`src/rtl/spi_reg_sequencer.sv`:
```
// Register-access front end for spi_master: frames one read/write request into the command
// FIFO, then drains one readback word per sent byte and assembles the read data.
module spi_reg_sequencer #(
    parameter int unsigned DATA_BYTES     = 2,
    parameter int unsigned TIMEOUT_CYCLES = 65535
) (
    input  logic        clk_fifo,
    input  logic        reset_fifo,
    input  logic        i_req_valid,
    output logic        o_req_ready,
    input  logic        i_req_rw,
    input  logic [6:0]  iv_req_addr,
    input  logic [31:0] iv_req_wdata,
    output logic        o_done,
    output logic        o_rd_valid,
    output logic [31:0] ov_rd_data,
    output logic        o_frame_err,
    output logic        o_timeout,
    output logic        o_cmd_fifo_wr,
    output logic [8:0]  ov_cmd_fifo_din,
    input  logic        i_cmd_fifo_full,
    output logic        o_rdback_fifo_rd,
    input  logic [8:0]  iv_rdback_fifo_dout,
    input  logic        i_rdback_fifo_empty
);

    localparam logic [2:0]  LastIdx = 3'(DATA_BYTES);
    localparam int unsigned PadBits = 8 * (4 - DATA_BYTES);
    localparam logic [31:0] RdMask  = 32'hFFFF_FFFF >> PadBits;
    localparam logic [15:0] TcntMax = 16'(TIMEOUT_CYCLES - 1);

    typedef enum logic [1:0] {StIdle, StPush, StDrain, StDone} state_t;

    state_t      r_state;
    state_t      w_state_next;
    logic        r_rw;
    logic [6:0]  r_addr;
    logic [31:0] r_wdata;
    logic [2:0]  r_idx;
    logic [15:0] r_tcnt;
    logic [31:0] r_rd_shift;
    logic [31:0] r_rd_data;
    logic        r_done;
    logic        r_rd_valid;
    logic        r_frame_err;
    logic        r_timeout;

    logic        w_req_ready;
    logic        w_cmd_wr;
    logic        w_rd_pop;
    logic        w_is_last;
    logic        w_clean_end;
    logic        w_frame_bad;
    logic        w_tmo;
    logic [7:0]  w_cmd_byte;
    logic [31:0] w_rd_next;

    assign w_is_last  = (r_idx == LastIdx);
    // Write data is pre-aligned so the next data byte is always in the top lane.
    assign w_cmd_byte = (r_idx == 3'd0) ? {r_rw, r_addr} : r_wdata[31:24];
    assign w_rd_next  = {r_rd_shift[23:0], iv_rdback_fifo_dout[7:0]};

    always_comb begin
        w_state_next = r_state;
        w_req_ready  = 1'b0;
        w_cmd_wr     = 1'b0;
        w_rd_pop     = 1'b0;
        w_clean_end  = 1'b0;
        w_frame_bad  = 1'b0;
        w_tmo        = 1'b0;
        unique case (r_state)
            StIdle: begin
                w_req_ready = 1'b1;
                if (i_req_valid) w_state_next = StPush;
            end
            StPush: begin
                w_cmd_wr = !i_cmd_fifo_full;
                if (w_cmd_wr && w_is_last) w_state_next = StDrain;
            end
            StDrain: begin
                w_rd_pop = !i_rdback_fifo_empty;
                if (w_rd_pop) begin
                    if (iv_rdback_fifo_dout[8] != w_is_last) begin
                        w_frame_bad  = 1'b1;
                        w_state_next = StDone;
                    end else if (w_is_last) begin
                        w_clean_end  = 1'b1;
                        w_state_next = StDone;
                    end
                end else if (r_tcnt == TcntMax) begin
                    w_tmo        = 1'b1;
                    w_state_next = StDone;
                end
            end
            StDone:  w_state_next = StIdle;
            default: w_state_next = StIdle;
        endcase
    end

    always_ff @(posedge clk_fifo) begin
        if (!reset_fifo) r_state <= StIdle;
        else             r_state <= w_state_next;
    end

    always_ff @(posedge clk_fifo) begin
        if (!reset_fifo) begin
            r_rw        <= 1'b0;
            r_addr      <= '0;
            r_wdata     <= '0;
            r_idx       <= '0;
            r_tcnt      <= '0;
            r_rd_shift  <= '0;
            r_rd_data   <= '0;
            r_done      <= 1'b0;
            r_rd_valid  <= 1'b0;
            r_frame_err <= 1'b0;
            r_timeout   <= 1'b0;
        end else begin
            r_done      <= w_clean_end;
            r_rd_valid  <= w_clean_end & r_rw;
            r_frame_err <= w_frame_bad;
            r_timeout   <= w_tmo;
            if (w_clean_end && r_rw) r_rd_data <= w_rd_next & RdMask;

            if (w_req_ready && i_req_valid) begin
                r_rw       <= i_req_rw;
                r_addr     <= iv_req_addr;
                r_wdata    <= i_req_rw ? 32'd0 : (iv_req_wdata << PadBits);
                r_idx      <= '0;
                r_rd_shift <= '0;
            end

            if (w_cmd_wr) begin
                if (w_is_last) begin
                    r_idx  <= '0;
                    r_tcnt <= '0;
                end else begin
                    r_idx <= r_idx + 3'd1;
                end
                if (r_idx != 3'd0) r_wdata <= r_wdata << 8;
            end

            if (r_state == StDrain) begin
                if (w_rd_pop) begin
                    r_tcnt <= '0;
                    r_idx  <= r_idx + 3'd1;
                    // Byte 0 echoes the header; only data-phase MISO bytes are kept.
                    if (r_rw && r_idx != 3'd0) r_rd_shift <= w_rd_next;
                end else begin
                    r_tcnt <= r_tcnt + 16'd1;
                end
            end
        end
    end

    // While in reset every output is forced low, including the combinational strobes.
    assign o_req_ready      = w_req_ready & reset_fifo;
    assign o_cmd_fifo_wr    = w_cmd_wr & reset_fifo;
    assign ov_cmd_fifo_din  = reset_fifo ? {w_is_last, w_cmd_byte} : 9'd0;
    assign o_rdback_fifo_rd = w_rd_pop & reset_fifo;
    assign o_done           = r_done & reset_fifo;
    assign o_rd_valid       = r_rd_valid & reset_fifo;
    assign o_frame_err      = r_frame_err & reset_fifo;
    assign o_timeout        = r_timeout & reset_fifo;
    assign ov_rd_data       = reset_fifo ? r_rd_data : 32'd0;

endmodule

```
`config.mk`:
```
export PLATFORM = sky130hd
export DESIGN_NAME = spi_reg_sequencer
export DESIGN_NICKNAME = d
export VERILOG_FILES = /design/src/rtl/spi_reg_sequencer.sv
export SDC_FILE = /design/constraint.sdc
export NUM_CORES = 1
export LEC_CHECK = 0
export ABC_AREA = 1
export ABC_CLOCK_PERIOD_IN_PS = 1900
export CORE_ASPECT_RATIO = 1.2
export CORE_MARGIN = 1.5
export CORE_UTILIZATION = 25
export CTS_CLUSTER_SIZE = 40
export DETAILED_ROUTE_END_ITERATION = 10
export PLACE_DENSITY_LB_ADDON = 0.12
export SLEW_MARGIN = 15
export SYNTH_ARGS = -nofsm -noshare
export SYNTH_HDL_FRONTEND = slang
export SYNTH_SLANG_ARGS = --single-unit
```
`constraint.sdc`:
```
create_clock -name clk_fifo -period 1.9 [get_ports clk_fifo]
set_input_delay 0.38 -clock clk_fifo [delete_from_list [all_inputs] [get_ports clk_fifo]]
set_output_delay 0.38 -clock clk_fifo [all_outputs]
set_load 0.05 [all_outputs]
```
; Yosys cells after proc, flatten, opt, wreduce, memory -nomap -nowiden
; Index checks and enable logic that the tools add are counted.
[word_totals]
register_bits = 113
latchBits = 0
ramBits = 0
rom_bits = 0
in_bits = 54
out_inout_bits = 48
memories = 0
[classes]
add_sub_neg = 2
n_mul = 0
n_div = 0
order_cmp = 0
eq_ne = 10
shift = 0
n_mux = 36
bitwise = 10
reduce_logical = 15
[op_table]
columns = cell, n
row1 = 32-bit 2-to-1 mux, 8
row2 = 16-bit 2-to-1 mux, 5
row3 = "16-bit by 1-bit adder with 16-bit output, second input constant", 1
row4 = "16-bit == test, second input constant", 1
row5 = 3-bit 2-to-1 mux, 5
row6 = 2-bit 2-to-1 mux, 6
row7 = 1-bit 2-to-1 mux, 9
row8 = 9-bit 2-to-1 mux, 1
row9 = 1-bit bitwise AND, 8
row10 = 8-bit 2-to-1 mux, 1
row11 = 2-bit case mux with 4 select lines, 1
row12 = "2-bit == test, second input constant", 2
row13 = 1-bit logical AND, 4
row14 = "2-bit inequality test, second input constant", 2
row15 = "4-bit inequality test, second input constant", 1
row16 = 4-bit AND reduction, 1
row17 = 2-bit nonzero test, 2
row18 = "3-bit by 1-bit adder with 3-bit output, second input constant", 1
row19 = "3-bit by 2-bit == test with 1-bit output, second input constant", 1
row20 = 3-bit logical NOT, 1
row21 = "3-bit inequality test, second input constant", 1
row22 = 3-bit AND reduction, 1
row23 = 3-bit nonzero test, 1
row24 = 3-bit OR reduction, 1
row25 = other kinds (6), 8

; Depth between registers and ports, before layout
[depth]
ltp_word = 7
ltp_mapped = 11
depth_no_buf = 11

; Worst setup path after synthesis
; Ideal clock, no wire load.
[synth_path]
path_type = register to output
startpoint = reg r_idx[0]
endpoint = out ov_cmd_fifo_din[7]
t_arrival_ps = 1743
required_ps = 1520
path_slack_ps = -223
path_stages_with_launch = 6
path_buffers = 0
cell_sequence = dfxtp_1 -> inv_1 -> ha_1 -> nand2_2 -> clkinv_1 -> a21oi_1
[synth_via]
elab_chain_len = 3
[synth_rtl]
columns = item, line
row1 = "start, declared", 39  ; logic [2:0] r_idx;
row2 = "start signal, assigned", 138  ; r_idx <= r_idx + 3'd1;
row3 = "start signal, assigned", 146  ; r_idx <= r_idx + 3'd1;
row4 = 3-bit logical NOT, 60  ; assign w_cmd_byte = (r_idx == 3'd0) ? {r_rw, r_addr} : r_wdata[31:24];
row5 = 8-bit 2-to-1 mux, 60
row6 = 9-bit 2-to-1 mux, 159  ; assign ov_cmd_fifo_din = reset_fifo ? {w_is_last, w_cmd_byte} : 9'd0;
row7 = "end, declared", 20  ; output logic [8:0] ov_cmd_fifo_din,
; Every way passes these cells.

; Worst setup path in the final report
[layout_path]
startpoint = reg r_idx[0]
endpoint = out ov_cmd_fifo_din[5]
; The elaborated chain is that of the path after synthesis.

==> impl_metrics.py <==
metrics = {
    "routing": {
        "wl_per_cell_um": 12.99,
        "route.vias.total": 3764,
        "ant_nets": 0,
        "viasPerCell": 4.387,
        "drt_iter0_drc": 133,
        "wl_mm": 11.14,
        "firstDrtPassIters": 6,
        "drc": 0,
    },
    "synth": {
        "yosysWarnings": 0,
        "synth_ff_type": "dfxtp_1",
        "avgSynthCellArea_um2": 7.261,
        "synth_top_family_by_area": "simple AND/OR/NAND/NOR gates",
        "synthSimpleGateAreaFrac_pct": 25.03,
        "synth_edf_count": 0,
        "synth_seq_cells": 89,
        "synth_mux_area_share_pct": 0,
        "synthAdderAreaFrac_pct": 3.083,
        "synth-xor-area-share_pct": 0.6473,
        "synth_top_cells_by_area": "dfxtp_1, nand2_1, nor2_1",
        "ys_seq_area_share_pct": 43.90,
        "synth_top_area_share_pct": 43.90,
        "syn_inst": 559,
        "syn-cell-area_um2": 4059,
        "synth_async_sr_flop_share_pct": 0,
        "synth_top_cell_by_area": "dfxtp_1",
        "synth_cell_types": 32,
        "synth_compound_area_share_pct": 16.43,
    },
    "power_and_ir_drop": {
        "powerDensity_nw_per_um2": 1027,
        "leakage_nw": 2.398,
        "ir_drop_uv": 457.7,
    },
    "floorplanning": {
        "die_h_um": 142.6,
        "floorplan.initialDensity_pct": 25.75,
        "fp.dieW_um": 119.3,
        "rows": 50,
        "core_area_um2": 15770,
        "die_area_um2": 17010,
        "ios": 102,
    },
    "worst_setup_path": {
        "crit_arrival_ns": 1.51,
        "path_max_fanout": 7,
        "critical_path_class": "flop to output pin",
        "reg2regPathDepth": 9,
        "r2r_slack_ns": 0.17,
        "critPathLaunch": "r_idx[0]",
        "worst_r2r_endpoint": "r_state[1]",
        "crit_required_ns": 1.52,
        "rr_startpoint": "r_idx[1]",
        "start_kind": "flop",
        "crit_path_end": "ov_cmd_fifo_din[5]",
        "crit_path_end_kind": "output pin",
    },
    "global_route": {
        "grt_antenna_before_repair": 0,
        "grt_pass1_vias": 3705,
        "grt.overflow.total": 0,
        "grt_use_total_pct": 13.45,
        "grt_pass1_wl_mm": 18.11,
        "grt_start_max_net_pins": 31,
    },
    "clock_tree": {
        "clockRootBuffer": "clkbuf_16",
        "ctsHoldBuffers": 0,
        "clk_latency_ns": 0.34,
        "cts_inserted_buffers": 9,
        "htreeDepth": 3,
        "clock_sinks": 89,
        "clkTransAtPathRegs_ns": 0.07,
        "cts_tree": "done",
        "clock_path_buffers": 2,
    },
    "timing": {
        "skew_ns": 0.006193,
        "setup_viol": 0,
        "timing.final.crit_share_pct": 99.41,
        "fmax_mhz": 529.4,
        "hold_ws_ns": 0.3413,
        "finalHoldViolations": 0,
        "report.final.slew_viol_count": 0,
        "rsz0062_at_grt": "true",
        "fin_setup_tns_ns": 0,
        "period_minus_slack_ns": 1.889,
    },
    "hold_path": {
        "holdCritPathClass": "input pin to flop",
    },
    "final_layout": {
        "drive_gt1_share_pct": 20.62,
        "layout.nets": 709,
        "fillers": 1657,
        "final_common_cell": "nand2_1",
        "diodes": 0,
        "syn2layout_area_growth_pct": 44.64,
        "layout_common_cells": "nand2_1, dfxtp_1, nor2_1, a21oi_1, inv_1",
    },
    "place": {
        "post-dp-hpwl_mm": 8.069,
        "finalWeightedCongestion": 0.7811,
        "io_buffers": 69,
    },
    "flow_run": {
        "cap_violations": 0,
    },
    "outcome": {
        "status": "completed",
    },
}
==> cell usage after synthesis (2+ instances only) <==
| master | number |
|---|---|
| a211oi_1 | 2 |
| a21oi_1 | 48 |
| a31oi_1 | 9 |
| a32oi_1 | 8 |
| buf_1 | 2 |
| buf_2 | 6 |
| buf_4 | 20 |
| clkbuf_1 | 9 |
| dfxtp_1 | 89 |
| ha_1 | 10 |
| inv_1 | 47 |
| inv_2 | 7 |
| nand2_1 | 126 |
| nand2_2 | 8 |
| nand3_1 | 12 |
| nand3_2 | 2 |
| nor2_1 | 84 |
| nor2_2 | 2 |
| nor2_4 | 4 |
| nor3_1 | 3 |
| o21ai_0 | 42 |
| o22ai_1 | 8 |
| xnor2_1 | 2 |
==> state kept, by name (all words and copies together) (netlist names) <==
register / count
r_rd_valid: 1
r_frame_err: 1
r_state: 2
r_addr: 7
r_wdata: 32
r_rw: 1
r_rd_data: 16
r_tcnt: 16
r_idx: 3
r_done: 1
r_rd_shift: 8
r_timeout: 1
==> kinds of logic after synthesis <==
family | count (synthesis)
buffers and inverters | 93
and+or+nand+nor | 243
AOI/OAI and AO/OA | 120
adders and majority gates | 10
xor gates and xnor gates | 3
other | 1
DFF | 89
==> worst min path at each step <==
| stage | start | end | slack [ns] | depth (start not counted) |
|---|---|---|---|---|
| after floorplan | r_wdata[0] | r_wdata[0] | 0.42 | 2 |
| after global placement | r_wdata[4] | r_wdata[4] | 0.43 | 2 |
| after detailed placement | r_wdata[4] | r_wdata[4] | 0.44 | 2 |
| after CTS | reset_fifo | r_wdata[30] | 0.32 | 3 |
| after global routing | reset_fifo | r_wdata[30] | 0.33 | 3 |
| final | reset_fifo | r_wdata[30] | 0.34 | 3 |
==> where the power goes <==
part           leakage, nW  total (mW)  switching [mW]  internal [mW]
registers            0.721        2.12           0.107           2.01
logic                 1.53        2.15            1.27          0.874
clock network        0.144        1.77           0.747           1.02
==> layer usage <==
metal,global-route usage [%],vias up,share of wire [%]
met2,21.87,67,49
li1,-,1947,-
met4,6.391,0,2.3
met5,0,-,0
met3,2.484,17,3.2
met1,17.25,1733,46
==> final cells by class <==
class / count / area (µm²) / area share [%]
Tap cell: 208 / 260.3 / 4.433
Sequential cell: 89 / 1784 / 30.39
Multi-Input combinational cell: 392 / 2074 / 35.34
Inverter: 55 / 209.0 / 3.559
Clock inverter: 5 / 53.80 / 0.9165
Timing Repair Buffer: 98 / 1256 / 21.40
Clock buffer: 11 / 232.7 / 3.964
==> critical path, stage by stage (launching register included) <==
cell and delay [ns]:
dfxtp_2 0.32, inv_2 0.07, ha_4 0.14, nand2_4 0.07
inv_4 0.07, buf_12 0.15, nor2_4 0.05, nor2_4 0.15
buf_12 0.15
==> per-stage QoR <==
stage / cells / worst slack (ns) / power, mW / area, µm² / util [%]
2_1_floorplan: 574 / 0.01693 / 3.194 / 4121 / -
3_3_place_gp: 839 / 0.03839 / 3.929 / 5363 / 34.02
3_5_place_dp: 839 / 0.02813 / 3.955 / 5363 / 34.02
4_1_cts: 858 / 0.003572 / 5.892 / 5749 / 36.47
5_1_grt: 858 / -0.04741 / 6.344 / 5871 / 37.24
6_report: 858 / 0.01114 / 6.028 / 5871 / 37.24
==> what timing repair did <==
item                       4_1_cts  5_1_grt
gates resized for setup         32       32
cloned                           0        0
setup endpoints to repair       10       10
setup buffers                    3        0
pin swaps                        8       10
(Power assumes the default switching activity.)
